## src/rtl/hpdl1414_chain_driver.sv

```systemverilog
// Byte-stream driver for a chain of HPDL-1414 displays: decodes characters into a
// cursor-addressed buffer and pushes only changed positions out with programmable bus timing.
module hpdl1414_chain_driver #(
    parameter int unsigned NUM_DISP     = 4,
    parameter int unsigned SCROLL       = 0,
    parameter int unsigned SETUP_CYCLES = 2,
    parameter int unsigned WR_CYCLES    = 2,
    parameter int unsigned HOLD_CYCLES  = 1
) (
    input  logic                clk,
    input  logic                rst_n,
    input  logic                in_valid,
    input  logic [7:0]          in_data,
    output logic                in_ready,
    output logic [6:0]          hpdl_d,
    output logic [1:0]          hpdl_a,
    output logic [NUM_DISP-1:0] hpdl_wr_n,
    output logic                idle
);

    localparam int unsigned N    = NUM_DISP * 4;
    localparam int unsigned PW   = $clog2(N + 1);
    localparam int unsigned SW   = $clog2(N);
    localparam int unsigned MAXA = (SETUP_CYCLES > WR_CYCLES) ? SETUP_CYCLES : WR_CYCLES;
    localparam int unsigned MAXC = (MAXA > HOLD_CYCLES) ? MAXA : HOLD_CYCLES;
    localparam int unsigned CW   = $clog2(MAXC + 1);

    typedef enum logic [1:0] {StIdle, StSetup, StStrobe, StHold} state_e;

    logic [6:0]    char_q [N];
    logic [6:0]    char_d [N];
    logic [N-1:0]  dirty_q;
    logic [N-1:0]  dirty_set;
    logic [N-1:0]  dirty_clr;
    logic [PW-1:0] cursor_q;
    logic [PW-1:0] cursor_d;
    logic [SW-1:0] scan_q;
    logic [SW-1:0] pos_q;
    logic [CW-1:0] cnt_q;
    state_e        state_q;
    logic          is_print;
    logic [6:0]    ch;
    logic          latch;

    assign is_print = ~in_data[7] & (|in_data[6:5]);
    // Lowercase 0x60-0x7F folds onto 0x40-0x5F.
    assign ch       = (in_data[6:5] == 2'b11) ? {2'b10, in_data[4:0]} : in_data[6:0];

    always_comb begin
        char_d    = char_q;
        dirty_set = '0;
        cursor_d  = cursor_q;
        if (in_valid && in_ready) begin
            if (is_print) begin
                if (cursor_q == PW'(N)) begin
                    // Cursor parked past the end only in scroll mode: shift left, append.
                    for (int i = 0; i < N - 1; i++) begin
                        char_d[i] = char_q[i+1];
                    end
                    char_d[N-1] = ch;
                    dirty_set   = '1;
                end else begin
                    for (int i = 0; i < N; i++) begin
                        if (cursor_q == PW'(i)) begin
                            char_d[i]    = ch;
                            dirty_set[i] = 1'b1;
                        end
                    end
                    if (SCROLL == 0 && cursor_q == PW'(N - 1)) begin
                        cursor_d = '0;
                    end else begin
                        cursor_d = cursor_q + PW'(1);
                    end
                end
            end else if (in_data == 8'h08) begin
                if (cursor_q != '0) begin
                    cursor_d = cursor_q - PW'(1);
                    for (int i = 0; i < N; i++) begin
                        if (cursor_q == PW'(i + 1)) begin
                            char_d[i]    = 7'h20;
                            dirty_set[i] = 1'b1;
                        end
                    end
                end
            end else if (in_data == 8'h0D) begin
                cursor_d = '0;
            end else if (in_data == 8'h0C) begin
                for (int i = 0; i < N; i++) begin
                    char_d[i] = 7'h20;
                end
                dirty_set = '1;
                cursor_d  = '0;
            end
        end
    end

    assign latch     = (state_q == StIdle) && dirty_q[scan_q];
    assign dirty_clr = latch ? (N'(1) << scan_q) : '0;

    always_ff @(posedge clk or negedge rst_n) begin
        if (!rst_n) begin
            for (int i = 0; i < N; i++) begin
                char_q[i] <= 7'h20;
            end
            dirty_q  <= '1;
            cursor_q <= '0;
            in_ready <= 1'b0;
        end else begin
            char_q   <= char_d;
            // A new byte for the position being latched keeps it dirty.
            dirty_q  <= (dirty_q & ~dirty_clr) | dirty_set;
            cursor_q <= cursor_d;
            in_ready <= 1'b1;
        end
    end

    always_ff @(posedge clk or negedge rst_n) begin
        if (!rst_n) begin
            state_q   <= StIdle;
            scan_q    <= '0;
            pos_q     <= '0;
            cnt_q     <= '0;
            hpdl_d    <= '0;
            hpdl_a    <= '0;
            hpdl_wr_n <= '1;
            idle      <= 1'b0;
        end else begin
            idle <= (state_q == StIdle) && (dirty_q == '0);
            unique case (state_q)
                StIdle: begin
                    scan_q <= (scan_q == SW'(N - 1)) ? '0 : scan_q + SW'(1);
                    if (latch) begin
                        pos_q   <= scan_q;
                        hpdl_a  <= ~scan_q[1:0];
                        hpdl_d  <= char_q[scan_q];
                        cnt_q   <= CW'(SETUP_CYCLES - 1);
                        state_q <= StSetup;
                    end
                end
                StSetup: begin
                    if (cnt_q == '0) begin
                        hpdl_wr_n <= ~(NUM_DISP'(1) << (pos_q >> 2));
                        cnt_q     <= CW'(WR_CYCLES - 1);
                        state_q   <= StStrobe;
                    end else begin
                        cnt_q <= cnt_q - CW'(1);
                    end
                end
                StStrobe: begin
                    if (cnt_q == '0) begin
                        hpdl_wr_n <= '1;
                        cnt_q     <= CW'(HOLD_CYCLES - 1);
                        state_q   <= StHold;
                    end else begin
                        cnt_q <= cnt_q - CW'(1);
                    end
                end
                StHold: begin
                    if (cnt_q == '0) begin
                        state_q <= StIdle;
                    end else begin
                        cnt_q <= cnt_q - CW'(1);
                    end
                end
                default: state_q <= StIdle;
            endcase
        end
    end

endmodule

```

## config.mk

```make
export PLATFORM = sky130hd
export DESIGN_NAME = hpdl1414_chain_driver
export DESIGN_NICKNAME = d
export VERILOG_FILES = /design/src/rtl/hpdl1414_chain_driver.sv
export SDC_FILE = /design/constraint.sdc
export NUM_CORES = 1
export LEC_CHECK = 0
export ABC_AREA = 1
export CAP_MARGIN = 20
export CORE_MARGIN = 4
export CORE_UTILIZATION = 55
export CTS_CLUSTER_DIAMETER = 200
export CTS_CLUSTER_SIZE = 28
export DETAILED_ROUTE_END_ITERATION = 10
export PLACE_DENSITY = 0.76
export SYNTH_ARGS = -nofsm -noshare
export SYNTH_HDL_FRONTEND = slang
export SYNTH_SLANG_ARGS = --single-unit
```

## constraint.sdc

```tcl
create_clock -name clk -period 1.8 [get_ports clk]
set_input_delay 0.27 -clock clk [delete_from_list [all_inputs] [get_ports clk]]
set_output_delay 0.27 -clock clk [all_outputs]
set_load 0.01 [all_outputs]
```

==> impl_results.md <==
* Status: complete, but fails checks
* Violated checks: setup timing
* Final HPWL DP at between 15 and 20 mm
* CTS max path bufs at 2
* Yosys cell types at between 40 and 50
* Non-Filler Instances at between 1500 and 2000
* Syn Area/Cell at between 7 and 8 um^2
* First-pass GRT wire length at roughly 43 mm
* CP Capture Point: char_q[59]$_DFFE_PN0P_
* R2R depth at 12
* Endpoints failing setup at approximately 90
* Final setup margin at -0.1267 ns
* Leak at 5.887 nW
* Post-synth top area share at 0.3292
* Clock skew at 0.005207 ns
* Share of cells above drive strength 1 at 0.2387
* Die Wd at ~140 um
* Crit path from: cursor_q[0]$_DFFE_PN0P_
* Sequential share of the synthesized area at 0.4313
* Max-cap violations at 0
* Tightest Pin Transition at ~0.53 ns
* Routed WL at slightly below 30 mm
* Later-pin clock latency in the skew report at 0.43 ns
* Peak Freq at 519.0 MHz
* Area added between synthesis and finish at 30.90%
* Cell Area, Synth at between 9000 and 10000 um^2
* Maximum vdd drop at between 0.8 and 0.9 mV
* GPL Wtd Cong at a little over 0.9
* Core area at about 17000 um^2
* Fill cells at between 1000 and 1500
* Largest net degree at the start of global routing at 55
* Slew HR at 0.6483
* Fin crit share at 1.070
* I/O Buffers at 25
* Max-slew violation count at 0
* Final hold vios at 0
* Htree depth at 4
* Critical Path RT at between 2 and 2.5 ns
* Synth top area cells: dfrtp_1 33%, nand2_1 17%, dfstp_2 10%, o21ai_0 9.8%, inv_1 6.1%
* Crit Path Max Fanout at 14
* Crit path time final at between 1.5 and 2 ns
* # IOs at 26
* Final instance area at between 10000 and 15000 um^2
* Clock root buffer: clkbuf_16
* Multiplexer share of the synthesized area at 0
* Arrival @ worst endpoint at approximately 2.3 ns
* Post-synthesis adder-cell area fraction at 0.02564
* FF-to-FF End: char_q[59]$_DFFE_PN0P_
* Diode count at 0
* Reg clk slew, reported paths at approximately 0.070 ns
* Die ar. at 19000 um^2
* CP Launch Type: register
* FP Rows at 47
* Worst hold-check slack at approximately 0.36 ns
* CP Capture Type: register
* Initial antenna violation count at 0
* Critical path class: register to register
* RSZ-0062 raised after global routing: true
* Syn Nets at 1312
* Placed Instances at approximately 1600
* Largest family of logic cells by synthesized area: simple AND/OR/NAND/NOR gates
* TritonRoute pass-1 iters at 7
* Nets at between 1000 and 1500
* Starting density of the core at 0.5611
* Tot GR Track Use at 0.2863
* Avg Vias per Cell at around 5.8
* WL/cell at about 18 um
* Via count at about 9500
* Final core occ at 0.7345
* Synth Area in Compound Gates at 0.1781
* Clock sink count at around 160
* CTS tree: yes
* Pwr Density at ~840 nW/um^2
* Vias in the first global route at a little under 9000
* Worst reg2reg startpoint: cursor_q[0]$_DFFE_PN0P_
* DRC Markers at 0
* Height of the die at around 140 um
* DP Area at about 11000 um^2
* Post-Synth Simple-Gate Area at 0.2572
* FF-to-FF setup slack at -0.13 ns
* Grt ovf at 0
* CTS buffer count at 17
* Starting DRT DRC Count at roughly 1000
* Synth Area in XOR/XNOR at 0.003778
* Worst hold path class: input port to asynchronous set/reset pin
* Area leader, netlist: dfrtp_1
* Number of synthesis warnings at 0
* Synthesized flop and latch total at around 160
* Post-Syn Instances at around 1300
* Antenna Nets Post-Route at 0
## routing by layer
metal	GRT usage	vias up	share of wire
met4	0.1147	0	0.053
met3	0.05990	138	0.086
met5	0	-	0
met2	0.4691	512	0.48
li1	-	4386	-
met1	0.3717	4430	0.39
## worst max-delay path: stages, from the launching register on
cell and delay, ns:
dfrtp_1 0.40, inv_2 0.09, ha_4 0.15, inv_4 0.05, nor2_4 0.09, nand2_2 0.09, buf_6 0.14, nor2_4 0.18
inv_4 0.11, buf_16 0.17, o21ai_1 0.19, nand2_1 0.08, o21ai_1 0.10
## flip-flops by register name, summed over array words and instances (netlist names)
name       flops
hpdl_d         7
scan_q         4
cnt_q          2
pos_q          2
char_q       112
hpdl_wr_n      4
state_q        2
in_ready       1
cursor_q       5
hpdl_a         2
idle           1
dirty_q       16
## final cells by class
class	count	area, um^2	share of cell area
clock inverter	14	158.9	0.01309
timing repair inverter	1	7.507	0.0006185
inverter	160	619.3	0.05103
sequential	158	4004	0.3299
multi-input combinational	900	4737	0.3903
clock buffer	18	429.2	0.03536
timing repair buffer	169	1907	0.1571
tap	220	275.3	0.02268
## where the power goes
part | internal (mW) | switching (mW) | leakage (nW) | total [mW]
combinational | 0.854 | 1.25 | 3.67 | 2.11
sequential | 4.17 | 0.313 | 1.95 | 4.49
clock | 2.07 | 1.59 | 0.271 | 3.66
total | 7.09 | 3.16 | 5.89 | 10.3
## how the worst min path moves through the flow
stage,startpoint,to,slack [ns],cells after the start
2_1_floorplan,rst_n,char_q[0]$_DFFE_PN0P_,-0.03,0
3_3_place_gp,rst_n,char_q[34]$_DFFE_PN0P_,0.27,1
3_5_place_dp,rst_n,char_q[34]$_DFFE_PN0P_,0.26,1
4_1_cts,rst_n,char_q[34]$_DFFE_PN0P_,0.37,2
5_1_grt,rst_n,char_q[34]$_DFFE_PN0P_,0.41,2
6_report,rst_n,char_q[34]$_DFFE_PN0P_,0.36,2
## cells in the mapped netlist, drive strengths merged
library cell  count
ha               19
dfstp            36
nor3              5
o22ai             3
dfrtp           122
nand2           421
o2111ai           1
inv             158
a311oi            1
a31oi             2
a41oi             4
o211ai           28
clkbuf           16
a21boi            5
xnor2             1
nor2             60
xor2              3
conb              1
clkinv            2
o22a              1
nand3            83
buf              49
nor4              4
o21ai           209
nand4             2
a21oi            45
a211oi            1
## logic make-up after synthesis
| logic type | after synthesis |
|---|---|
| and+or+nand+nor | 575 |
| AOI/OAI and AO/OA | 300 |
| buffers and inverters | 225 |
| DFF | 158 |
| adders and majority gates | 19 |
| xor gates and xnor gates | 4 |
| other | 1 |
## metrics by stage
step | power [mW] | setup WS (ns) | setup TNS, ns
floorplan | 5.535 | 0.007634 | 0
global placement | 6.222 | -0.3154 | -31.34
detailed placement | 6.291 | -0.3429 | -36.41
CTS | 10.02 | -0.05369 | -0.3165
global route | 10.74 | -0.1959 | -14.32
finish | 10.25 | -0.1267 | -2.817
## timing repair
| action | in CTS | in global routing |
|---|---|---|
| gates resized for setup | 90 | 132 |
| pin swaps | 11 | 45 |
| hold endpoints to repair | 25 | 0 |
| gates cloned | 2 | 11 |
| hold buffers | 1 | 0 |
| setup buffers | 10 | 10 |
| setup endpoints to repair | 141 | 151 |
## cell usage in the layout, fill, tap and decap left out, types with 7 or more instances in the layout
master | netlist | layout
inv_2 | 7 | 10
o21ai_2 | 3 | 25
nand3_1 | 83 | 68
clkbuf_16 | 0 | 26
nand2_2 | 6 | 19
nor2_1 | 45 | 41
o21ai_1 | 23 | 78
nor2_4 | 6 | 14
ha_1 | 19 | 16
buf_6 | 6 | 18
clkinvlp_4 | 0 | 7
o21ai_0 | 182 | 105
nand2_1 | 414 | 397
a21oi_2 | 0 | 12
nand3_2 | 0 | 10
buf_4 | 9 | 90
dfstp_2 | 36 | 36
buf_12 | 0 | 25
a21oi_1 | 45 | 31
dfrtp_1 | 122 | 120
o211ai_1 | 26 | 26
inv_1 | 150 | 141
clkdlybuf4s50_1 | 0 | 20
No activity file was read; power rests on OpenSTA's default activity.
